===== src/rtl/mips_ctrl_pkg.sv =====
// Shared opcode constants, ALU operation classes and control bundle for the
// MIPS ID/EX control path.
package mips_ctrl_pkg;

  localparam logic [5:0] OP_RTYPE = 6'b000000;
  localparam logic [5:0] OP_LW    = 6'b100011;
  localparam logic [5:0] OP_SW    = 6'b101011;
  localparam logic [5:0] OP_BEQ   = 6'b000100;
  localparam logic [5:0] OP_BNE   = 6'b000101;
  localparam logic [5:0] OP_ADDI  = 6'b001000;
  localparam logic [5:0] OP_ANDI  = 6'b001100;
  localparam logic [5:0] OP_ORI   = 6'b001101;

  localparam logic [2:0] ALUOP_LWSW   = 3'b000;
  localparam logic [2:0] ALUOP_BRANCH = 3'b001;
  localparam logic [2:0] ALUOP_RTYPE  = 3'b010;
  localparam logic [2:0] ALUOP_ADDI   = 3'b011;
  localparam logic [2:0] ALUOP_ANDI   = 3'b100;
  localparam logic [2:0] ALUOP_ORI    = 3'b101;

  typedef struct packed {
    logic [2:0] aluop;
    logic       alu_src;
    logic       mem_read;
    logic       mem_write;
    logic       mem_to_reg;
    logic       reg_write;
    logic       branch;
    logic       branch_ne;
  } ctrl_t;

  // Instructions whose rt is a source operand, so rt matters for load-use.
  function automatic logic reads_rt(input logic [5:0] opcode);
    return (opcode == OP_RTYPE) || (opcode == OP_SW) ||
           (opcode == OP_BEQ)   || (opcode == OP_BNE);
  endfunction

endpackage


===== src/rtl/main_decoder.sv =====
// Combinational main decoder: ID opcode to control bundle plus illegal flag.
module main_decoder
  import mips_ctrl_pkg::*;
(
  input  logic [5:0] opcode,
  output ctrl_t      ctrl,
  output logic       illegal
);

  always_comb begin
    ctrl    = '0;
    illegal = 1'b0;
    case (opcode)
      OP_RTYPE: begin
        ctrl.aluop     = ALUOP_RTYPE;
        ctrl.reg_write = 1'b1;
      end
      OP_LW: begin
        ctrl.aluop      = ALUOP_LWSW;
        ctrl.alu_src    = 1'b1;
        ctrl.mem_read   = 1'b1;
        ctrl.mem_to_reg = 1'b1;
        ctrl.reg_write  = 1'b1;
      end
      OP_SW: begin
        ctrl.aluop     = ALUOP_LWSW;
        ctrl.alu_src   = 1'b1;
        ctrl.mem_write = 1'b1;
      end
      OP_BEQ: begin
        ctrl.aluop  = ALUOP_BRANCH;
        ctrl.branch = 1'b1;
      end
      OP_BNE: begin
        ctrl.aluop     = ALUOP_BRANCH;
        ctrl.branch    = 1'b1;
        ctrl.branch_ne = 1'b1;
      end
      OP_ADDI, OP_ANDI, OP_ORI: begin
        ctrl.aluop     = (opcode == OP_ADDI) ? ALUOP_ADDI :
                         (opcode == OP_ANDI) ? ALUOP_ANDI : ALUOP_ORI;
        ctrl.alu_src   = 1'b1;
        ctrl.reg_write = 1'b1;
      end
      default: illegal = 1'b1;
    endcase
  end

endmodule


===== src/rtl/id_ex_control.sv =====
// ID/EX control pipeline register with load-use hazard bubble and flush.
// Define LOAD_USE_STALL_EN to enable hardware load-use stalling.
module id_ex_control
  import mips_ctrl_pkg::*;
(
  input  logic       clk,
  input  logic       rst_n,
  input  logic       id_valid,
  input  logic [5:0] id_opcode,
  input  logic [5:0] id_funct,
  input  logic [4:0] id_rs,
  input  logic [4:0] id_rt,
  input  logic [4:0] id_rd,
  input  logic       flush,
  output logic       stall,
  output logic       ex_valid,
  output logic [2:0] ex_aluop,
  output logic [5:0] ex_funct,
  output logic       ex_alu_src,
  output logic       ex_mem_read,
  output logic       ex_mem_write,
  output logic       ex_mem_to_reg,
  output logic       ex_reg_write,
  output logic       ex_branch,
  output logic       ex_branch_ne,
  output logic [4:0] ex_rs,
  output logic [4:0] ex_rt,
  output logic [4:0] ex_wreg,
  output logic       ex_illegal
);

  ctrl_t      id_ctrl;
  logic       id_illegal;
  logic [4:0] id_wreg;

  ctrl_t      ex_ctrl_d,    ex_ctrl_q;
  logic       ex_valid_d,   ex_valid_q;
  logic       ex_illegal_d, ex_illegal_q;
  logic [5:0] ex_funct_d,   ex_funct_q;
  logic [4:0] ex_rs_d,      ex_rs_q;
  logic [4:0] ex_rt_d,      ex_rt_q;
  logic [4:0] ex_wreg_d,    ex_wreg_q;

  main_decoder u_main_decoder (
    .opcode  (id_opcode),
    .ctrl    (id_ctrl),
    .illegal (id_illegal)
  );

  assign id_wreg = (id_opcode == OP_RTYPE) ? id_rd : id_rt;

`ifdef LOAD_USE_STALL_EN
  logic load_use;

  always_comb begin
    load_use = id_valid && ex_valid_q && ex_ctrl_q.mem_read && (ex_wreg_q != 5'd0) &&
               ((ex_wreg_q == id_rs) || (reads_rt(id_opcode) && (ex_wreg_q == id_rt)));
  end

  // A flush kills the ID instruction anyway, so holding it would be pointless.
  assign stall = load_use && !flush;
`else
  assign stall = 1'b0;
`endif

  always_comb begin
    ex_valid_d   = 1'b0;
    ex_ctrl_d    = '0;
    ex_illegal_d = 1'b0;
    ex_funct_d   = '0;
    ex_rs_d      = '0;
    ex_rt_d      = '0;
    ex_wreg_d    = '0;
    if (id_valid && !flush && !stall) begin
      if (id_illegal) begin
        ex_illegal_d = 1'b1;
      end else begin
        ex_valid_d           = 1'b1;
        ex_ctrl_d            = id_ctrl;
        ex_ctrl_d.reg_write  = id_ctrl.reg_write && (id_wreg != 5'd0);
        ex_funct_d           = id_funct;
        ex_rs_d              = id_rs;
        ex_rt_d              = id_rt;
        ex_wreg_d            = id_wreg;
      end
    end
  end

  always_ff @(posedge clk) begin
    if (!rst_n) begin
      ex_valid_q   <= 1'b0;
      ex_ctrl_q    <= '0;
      ex_illegal_q <= 1'b0;
      ex_funct_q   <= '0;
      ex_rs_q      <= '0;
      ex_rt_q      <= '0;
      ex_wreg_q    <= '0;
    end else begin
      ex_valid_q   <= ex_valid_d;
      ex_ctrl_q    <= ex_ctrl_d;
      ex_illegal_q <= ex_illegal_d;
      ex_funct_q   <= ex_funct_d;
      ex_rs_q      <= ex_rs_d;
      ex_rt_q      <= ex_rt_d;
      ex_wreg_q    <= ex_wreg_d;
    end
  end

  assign ex_valid      = ex_valid_q;
  assign ex_aluop      = ex_ctrl_q.aluop;
  assign ex_funct      = ex_funct_q;
  assign ex_alu_src    = ex_ctrl_q.alu_src;
  assign ex_mem_read   = ex_ctrl_q.mem_read;
  assign ex_mem_write  = ex_ctrl_q.mem_write;
  assign ex_mem_to_reg = ex_ctrl_q.mem_to_reg;
  assign ex_reg_write  = ex_ctrl_q.reg_write;
  assign ex_branch     = ex_ctrl_q.branch;
  assign ex_branch_ne  = ex_ctrl_q.branch_ne;
  assign ex_rs         = ex_rs_q;
  assign ex_rt         = ex_rt_q;
  assign ex_wreg       = ex_wreg_q;
  assign ex_illegal    = ex_illegal_q;

endmodule


===== config.mk =====
export PLATFORM = sky130hd
export DESIGN_NAME = id_ex_control
export DESIGN_NICKNAME = d
export VERILOG_FILES = /design/src/rtl/mips_ctrl_pkg.sv /design/src/rtl/main_decoder.sv /design/src/rtl/id_ex_control.sv
export SDC_FILE = /design/constraint.sdc
export NUM_CORES = 1
export LEC_CHECK = 0
export ABC_AREA = 1
export CAP_MARGIN = 20
export CORE_AREA = 5 5 65 96
export DETAILED_ROUTE_END_ITERATION = 8
export DIE_AREA = 0 0 70 101
export SETUP_SLACK_MARGIN = 0.3
export SLEW_MARGIN = 10
export SYNTH_ARGS = -nofsm -noshare
export SYNTH_HDL_FRONTEND = slang
export SYNTH_SLANG_ARGS = --single-unit

===== constraint.sdc =====
create_clock -name clk -period 1.4 [get_ports clk]
set_input_delay 0.21 -clock clk [delete_from_list [all_inputs] [get_ports clk]]
set_output_delay 0.21 -clock clk [all_outputs]
set_load 0.01 [all_outputs]

==> metrics.md, run 1 <==
| Metric | Value |
|---|---|
| Outcome | complete, no violations |
| Tmin final | between 1000 and 1500 ps |
| Initial antenna violation count | 0 |
| Nets@finish | about 250 |
| Non-filler instance count after layout | slightly below 300 |
| Ports | 65 |
| Required @ worst endpoint | ~1200 ps |
| Commonest cells after routing, fill and taps aside | 32 x dfxtp_1, 28 x inv_1, 24 x dlygate4sd2_1 |
| Proportion of layout cells with a drive suffix above 1 | a little under a third |
| Synth top area share | between 40% and 50% |
| DIE WIDTH | 70 um |
| Distinct cells, synth | 23 |
| Ratio of final minimum period to clock period | between 70 and 80% |
| Crit path max-delay cell type | dfxtp_1 |
| Synth area leader | dfxtp_1 |
| H-tree depth | 2 |
| Antenna-violating nets left | 0 |
| Placed insts | about 280 |
| Die Y-Extent | between 100 and 150 um |
| Synth-to-layout area growth | 73.0% |
| Power Density | between 800 and 900 mW/mm2 |
| Filler instances | 569 |
| Leak | approximately 1.1 nW |
| Crit path cell chain | dlygate4sd2_1 |
| Crit. End Element | output pin |
| Antenna Cells | 0 |
| Min-delay worst type | primary input to flip-flop |
| Fin. Hold Viols | 0 |
| Worst Path Buf+Inv | 1 |
| Yosys reg bits | 32 |
| Seq/Total Area, Yosys | approximately half |
| Max reg flops | 6 |
| Multi-input logic area | between 500 and 600 um2 |
| Vias/cell | 3.68 |
| Syn Inst Count | 136 |
| Num CTS Buffers | 5 |
| Max-cap violation count | 0 |
| Setup tns final | 0 ps |
| GPL Wtd Cong | 0.706 |
| Crit Path Category | flip-flop to output pin |
| Max FO, Critical Path | 1 |
| Synth top area cells | dfxtp_1 50%, nor2_4 11%, inv_1 8.2% |
| Avg Inst Size Synth | around 9.5 um2 |
| Die ar. | just over 0.007 mm2 |
| Final setup vio count | 0 |
| Most common cell after layout, fill and taps aside | dfxtp_1 |
| Register Area | 641 um2 |
| Drt wl/cell | between 10 and 15 um |
| Unrepaired setup endpoints after global routing | false |
| Std-Cell Rows | 33 |
| Total Wirelength | around 3000 um |
| Crit-path leading delay family | flip-flops |
| YS warnings | 0 |
| Peak Freq | about 940 MHz |
| Clock slew at the register clock pins of the worst setup and hold paths | 60 ps |
| Post-DP HPWL | between 2000 and 2500 um |
| Number of global-route vias before repair | about 1100 |
| TritonCTS Sinks | 32 |
| Maximum vdd drop | around 340 uV |
| Starting Density | between 20% and 30% |
| First-pass GRT wire length | 4930 um |
| Hold_buf cts | 0 |
| 1st-iter DRT viols | 10 |
| Largest net degree at the start of global routing | 10 |
| DR pass1 iterations | 2 |
| Total gr overflow | 0 |
| Clock Path Buffers | 2 |
| Root buf cell | clkbuf_8 |
| Critical Path AT | roughly 860 ps |
| DRC Markers | 0 |
| Startpoint Class | flip-flop |
| Area of the core | 0.00537 mm2 |
| Port Buf Inserts | 63 |
| CTS tree | built |
| Total number of vias | around 1100 |
| Slowest cell delay on critical path | 300 ps |
| Syn Nets | roughly 170 |
| GRT Total Usage | 8.96% |
| Synthesized cell area | 0.00129 mm2 |
| Slew Limit Fails | 0 |
==> synthesized netlist by cell type <==
library cell,count
nand2_1,15
a21boi_0,1
a21oi_1,1
nand2_4,1
conb_1,1
nor2_8,1
inv_1,28
nor2_2,8
buf_8,1
nand4_1,5
nand4_4,1
nor2_4,13
o21ai_2,1
dfxtp_1,32
nor2_1,13
nand4_2,2
nor3_1,1
nand3_2,2
nand3_1,4
buf_12,1
buf_4,2
o21ai_1,1
nand3b_1,1
==> layer usage <==
metal | track usage, % | vias to the layer above | share of wire, %
met5 | 0 | - | 0
met2 | 16.7 | 37 | 56
li1 | - | 577 | -
met1 | 8.94 | 464 | 35
met3 | 2.10 | 5 | 7.1
met4 | 5.31 | 0 | 2.3
==> per-stage QoR <==
stage	instance area [um2]	hold slack (ps)	worst slack [ps]	util [%]	power, mW
final	2230	311	333	41.5	1.85
after global routing	2230	340	300	41.5	1.94
after floorplan	1290	289	363	-	1.02
after global placement	2100	754	-269	39.2	1.16
after detailed placement	2100	756	-293	39.2	1.17
after CTS	2250	400	300	42.0	1.89
==> report_power, final <==
group	internal, mW	total, mW	switching, mW
combinational	0.124	0.231	0.107
clock	0.400	0.701	0.301
sequential	0.917	0.918	0.00116
==> final cells by class <==
class	count	area share (%)
repair buffers	84	34.1
flip-flops and latches	32	28.7
multi-input cells	72	24.5
inverters	28	4.71
clock buffers	8	4.04
well taps	70	3.93
==> path summary, 6_finish.rpt <==
path	start	end	slack, ps	depth (start not counted)
max	ex_wreg[2]	ex_wreg[2]	330	1
min	id_opcode[0]	ex_branch_ne	310	4
==> cell families after synthesis <==
logic type | Yosys count | synth area share [%]
compound gates | 4 | 2.04
buf+inv | 32 | 12.0
flops | 32 | 49.7
other cells | 1 | 0.291
simple gates | 67 | 35.9
==> what timing repair did <==
item                                    in CTS  in global routing
hold endpoints to repair                     0                  0
pin swaps                                    5                  5
endpoints found under the setup margin      65                 39
setup buffers                                3                  1
resized for setup                           58                 25
cloned                                       1                  0
No activity file was read; power rests on OpenSTA's default activity.
==> run 2: changes to the inputs <==
==> constraint.sdc (replaced) <==
create_clock -name clk -period 1 [get_ports clk]
set_input_delay 0.15 -clock clk [delete_from_list [all_inputs] [get_ports clk]]
set_output_delay 0.15 -clock clk [all_outputs]
set_load 0.01 [all_outputs]
==> run 2 against run 1 <==
Non-clock buffer count up 14. Die area unchanged. Critical path depth is 6 higher. First-iteration DRC count rose by 80%. Critical endpoint is now ex_reg_write. Sequential power up 41%. Via count grew 8.1%. Core utilization grew 6.0 points. Critical path type is now primary input to flip-flop. Sequential share of layout area fell by 2.9 points.
==> metrics.md, run 2 (synthesis results as in run 1) <==
| Metric | Value |
|---|---|
| Outcome | complete, no violations |
| Initial antenna violation count | 0 (unchanged) |
| Placed insts | 291 (+3.6%) |
| TritonCTS Sinks | 32 (unchanged) |
| Synth-to-layout area growth | 98.2% |
| Crit. End Element | flip-flop |
| Max reg flops | 6 (unchanged) |
| Critical Path AT | 1060 ps (+200 ps) |
| Proportion of layout cells with a drive suffix above 1 | 61.3% (+31 points) |
| H-tree depth | 2 (unchanged) |
| Std-Cell Rows | 33 (unchanged) |
| GPL Wtd Cong | 0.716 (+1.5%) |
| DIE WIDTH | 70 um (unchanged) |
| Total Wirelength | 3180 um (+6.2%) |
| Peak Freq | about 1100 MHz |
| Nets@finish | 268 (+5.5%) |
| Starting Density | 24.0% (unchanged) |
| Min-delay worst type | primary input to flip-flop |
| Ratio of final minimum period to clock period | 88.9% |
| Crit Path Category | primary input to flip-flop |
| First-pass GRT wire length | 5290 um (+7.3%) |
| Area of the core | 0.00537 mm2 (unchanged) |
| Tmin final | ~890 ps |
| Crit path cell chain | clkdlybuf4s50_1 > inv_1 > nand4_1 > nand2_2 > nand3_2 > nor2_1 > nor2_1 |
| Antenna-violating nets left | 0 (unchanged) |
| CTS tree | built |
| Max FO, Critical Path | 2 (+1) |
| Final setup vio count | 0 (unchanged) |
| Unrepaired setup endpoints after global routing | true |
| Clock Path Buffers | 2 (unchanged) |
| Max-cap violation count | 0 (unchanged) |
| Setup tns final | 0 ps (unchanged) |
| Port Buf Inserts | 63 (unchanged) |
| DRC Markers | 0 (unchanged) |
| Num CTS Buffers | 5 (unchanged) |
| Total number of vias | 1171 (+8.1%) |
| Startpoint Class | primary input |
| 1st-iter DRT viols | 18 (+8) |
| Non-filler instance count after layout | 308 (+4.8%) |
| Most used cell, CP | nor2_1 |
| Total gr overflow | 0 (unchanged) |
| DR pass1 iterations | 4 (+2) |
| Antenna Cells | 0 (unchanged) |
| Slowest cell delay on critical path | 400 ps (+100 ps) |
| Root buf cell | clkbuf_8 |
| Crit path max-delay cell type | clkdlybuf4s50_1 |
| Largest net degree at the start of global routing | 11 (+1) |
| Die ar. | 0.00707 mm2 (unchanged) |
| Slew Limit Fails | 0 (unchanged) |
| Hold_buf cts | 0 (unchanged) |
| Commonest cells after routing, fill and taps aside | 29 x buf_6, 25 x inv_1, 22 x nor2_4 |
| Post-DP HPWL | 2610 um (+5.4%) |
| Number of global-route vias before repair | 1196 (+10%) |
| Power Density | 1140 mW/mm2 (+37%) |
| Fin. Hold Viols | 0 (unchanged) |
| Clock slew at the register clock pins of the worst setup and hold paths | 60 ps (about the same) |
| Required @ worst endpoint | 1170 ps (-20 ps) |
| Final Util | 47.6% (+6.0 points) |
| Vias/cell | 3.80 (+3.2%) |
| Most common cell after layout, fill and taps aside | buf_6 |
| Drt wl/cell | 10.3 um (+1.4%) |
| Die Y-Extent | 101 um (unchanged) |
| Leak | 1.19 nW (+7.4%) |
| Ports | 65 (unchanged) |
| GRT Total Usage | 9.59% (+0.63 points) |
| Maximum vdd drop | 535 uV (+58%) |
[run 2: changes by cell type in the layout (fill, tap and decap cells not counted), sizes merged]
| cell | change |
|---|---|
| buf | +50 |
| dlygate4sd2 | -21 |
| clkbuf | -9 |
| clkdlybuf4s15 | -7 |
| bufinv | +1 |
| clkdlybuf4s50 | -1 |
| clkinv | +1 |
[run 2: metrics by stage]
step                setup slack [ps]  area (um2)  hold WS, ps  total power, mW
floorplan                       24.2        1330          229             1.44
global placement                -616        2260          700             1.68
detailed placement              -652        2260          695             1.69
CTS                              106        2340          171             2.91
global route                    28.5        2550          189             3.04
finish                           111        2550          189             2.90
[run 2: power by group]
part | internal [mW] | leakage [nW] | switching (mW)
Combinational | 0.254 | 0.869 | 0.181
Sequential | 1.28 | 0.266 | 0.00237
Clock | 0.738 | 0.0552 | 0.443
Total | 2.28 | 1.19 | 0.627
[run 2: final cells by class]
| class | count | area, um2 |
|---|---|---|
| Timing Repair Buffer | 98 | 951 |
| Multi-Input combinational cell | 72 | 643 |
| Fill cell | 516 | 2810 |
| Clock buffer | 6 | 72.6 |
| Clock inverter | 2 | 35.0 |
| Inverter | 28 | 105 |
| Tap cell | 70 | 87.6 |
| Sequential cell | 32 | 659 |
[run 2: metal layers]
layer  vias to the layer above  global-route usage [%]  part of all wire [%]
li1                        606                       -                     -
met1                       520                    9.58                    36
met2                        40                    17.2                    55
met3                         5                    3.09                   6.7
met4                         0                    5.75                   2.4
met5                         -                       0                     0
[run 2: what timing repair did]
action,in CTS,in global routing
pin swaps,17,16
setup endpoints to repair,65,65
setup buffers,5,4
gates resized for setup,197,44
[run 2: critical path: cells and delay by family]
family        cells  cell delay (ps)
simple gates      5              470
buf+inv           2              450
[run 2: final timing paths]
kind                  startpoint  slack, ps  cells after the start      endpoint
worst max-delay path    id_rd[1]        110                      7  ex_reg_write
worst min-delay path       flush        190                      2    ex_illegal
==> run 3: changes to the inputs <==
==> constraint.sdc (replaced) <==
create_clock -name clk -period 1 [get_ports clk]
set_input_delay 0.25 -clock clk [delete_from_list [all_inputs] [get_ports clk]]
set_output_delay 0.25 -clock clk [all_outputs]
set_load 0.01 [all_outputs]
==> run 3 against run 2 <==
Fmax down 11%. Largest power group unchanged. Non-clock buffer count is 2 higher. Hold slack improved by 130 ps. Power shrank 6.4%. Routed wire length rose by 2.9%. The flow now finishes with violations (negative setup slack). Largest cell class unchanged. Global-route usage up 0.15 points. Critical path type unchanged. Design area is 1.2% lower. First-iteration DRC count is 11% higher. Die area unchanged. Clock power decreased by 16%. Sequential power about the same. Via count is 0.77% lower.
==> metrics.md, run 3 (synthesis results as in run 1) <==
| Metric | Value |
|---|---|
| Failing checks | negative setup slack |
| Clock slew at the register clock pins of the worst setup and hold paths | 60 ps (about the same) |
| Total number of vias | 1162 (-0.77%) |
| Ports | 65 (unchanged) |
| Slew Limit Fails | 0 (unchanged) |
| Commonest cells after routing, fill and taps aside | 29 x buf_6, 26 x inv_1, 21 x clkdlybuf4s50_1, 21 x buf_4, 20 x nor2_4 |
| DR pass1 iterations | 2 (-2) |
| Most common cell after layout, fill and taps aside | buf_6 |
| 1st-iter DRT viols | 20 (+2) |
| Register Area | 658 um2 (-0.19%) |
| Starting Density | 24.0% (unchanged) |
| Total gr overflow | 0 (unchanged) |
| Critical Path AT | 1170 ps (+110 ps) |
| GRT Total Usage | 9.74% (+0.15 points) |
| Total Power | 2.72 mW (-6.4%) |
| Total Wirelength | 3270 um (+2.9%) |
| Crit Path Category | primary input to flip-flop |
| Max reg flops | 6 (unchanged) |
| Peak Freq | 998 MHz (-11%) |
| Filler instances | 553 (+7.2%) |
| Antenna-violating nets left | 0 (unchanged) |
| Die Y-Extent | 101 um (unchanged) |
| DRC Markers | 0 (unchanged) |
| DIE WIDTH | 70 um (unchanged) |
| H-tree depth | 2 (unchanged) |
| Leak | 1.18 nW (-0.59%) |
| Die ar. | 0.00707 mm2 (unchanged) |
| Num CTS Buffers | 5 (unchanged) |
| Outcome | complete, but fails checks |
| Power Density | 1080 mW/mm2 (-5.2%) |
| Min-delay worst type | primary input to flip-flop |
| Port Buf Inserts | 63 (unchanged) |
| Max-cap violation count | 0 (unchanged) |
| Proportion of layout cells with a drive suffix above 1 | 60.8% (-0.51 points) |
| Initial antenna violation count | 0 (unchanged) |
| Setup tns final | -4.07 ps (-4.07 ps) |
| Area of the core | 0.00537 mm2 (unchanged) |
| GPL Wtd Cong | 0.761 (+6.3%) |
| CTS tree | built |
| Required @ worst endpoint | 1170 ps (about the same) |
| Number of global-route vias before repair | 1221 (+2.1%) |
| Unrepaired setup endpoints after global routing | true |
| Synth-to-layout area growth | 95.7% |
| First-pass GRT wire length | 5340 um (+1.0%) |
| Vias/cell | 3.75 (-1.4%) |
| Std-Cell Rows | 33 (unchanged) |
| Drt wl/cell | 10.5 um (+2.3%) |
| Multi-input logic area | 631 um2 (-1.9%) |
| Antenna Cells | 0 (unchanged) |
| TritonCTS Sinks | 32 (unchanged) |
| Nets@finish | 270 (+0.75%) |
| Max FO, Critical Path | 8 (+6) |
| Tmin final | 1000 ps (+114 ps) |
| Final setup vio count | 2 (+2) |
| Largest net degree at the start of global routing | 10 (-1) |
| Startpoint Class | primary input |
| Non-filler instance count after layout | 310 (+0.65%) |
| Clock Path Buffers | 2 (unchanged) |
| Fin. Hold Viols | 0 (unchanged) |
| Root buf cell | clkbuf_8 |
| Placed insts | 292 (+0.34%) |
| Post-DP HPWL | 2610 um (+0.19%) |
| Setup slack after layout | -2.43 ps (-114 ps) |
| Maximum vdd drop | 450 uV (-16%) |
| Crit. End Element | flip-flop |
| Ratio of final minimum period to clock period | 100% (+11 points) |
| Hold_buf cts | 0 (unchanged) |
-- run 3: repair_timing --
item | 4_1_cts | 5_1_grt
buffers inserted | 5 | 5
resized for setup | 210 | 32
endpoints found under the setup margin | 65 | 65
pin swaps | 18 | 13
cloned | 0 | 0
-- run 3: through the flow --
| step | utilization, % | hold WS (ps) | worst slack, ps | instance area, um2 |
|---|---|---|---|---|
| finish | 47.0 | 315 | -2.43 | 2520 |
| floorplan | - | 329 | -75.8 | 1340 |
| global placement | 41.8 | 791 | -708 | 2240 |
| CTS | 43.9 | 342 | -4.45 | 2360 |
| global route | 47.0 | 329 | -81.6 | 2520 |
| detailed placement | 41.8 | 795 | -760 | 2240 |
-- run 3: path summary, 6_finish.rpt --
| kind | startpoint | to | cells after the start |
|---|---|---|---|
| worst max-delay path | id_opcode[3] | ex_rs[1] | 8 |
| worst min-delay path | id_opcode[0] | ex_branch_ne | 4 |
-- run 3: layout make-up --
cell class                      count  area share (%)
Inverter                           28            4.17
Sequential cell                    32            26.1
Clock buffer                        8            3.57
Timing Repair Buffer              100            37.7
Tap cell                           70            3.47
Multi-Input combinational cell     72            25.0
-- run 3: per-layer routing --
| metal | vias up | track usage (%) | part of all wire (%) |
|---|---|---|---|
| met5 | - | 0 | 0 |
| met4 | 0 | 6.05 | 3.4 |
| met3 | 7 | 2.89 | 6.2 |
| met2 | 41 | 18.4 | 57 |
| met1 | 504 | 9.05 | 33 |
| li1 | 610 | - | - |
-- run 3: worst max-delay path: stages --
cell,delay [ps]
buf_8,90
buf_6,110
buf_4,130
nand4_4,100
nand4_4,130
nand2_8,140
buf_12,170
nor2_4,30
-- run 3: power breakdown --
group	switching (mW)	total, mW	internal, mW	leakage, nW
Sequential	0.00268	1.29	1.28	0.265
Clock	0.427	0.988	0.560	0.0455
Combinational	0.182	0.443	0.260	0.872
Total	0.612	2.72	2.10	1.18
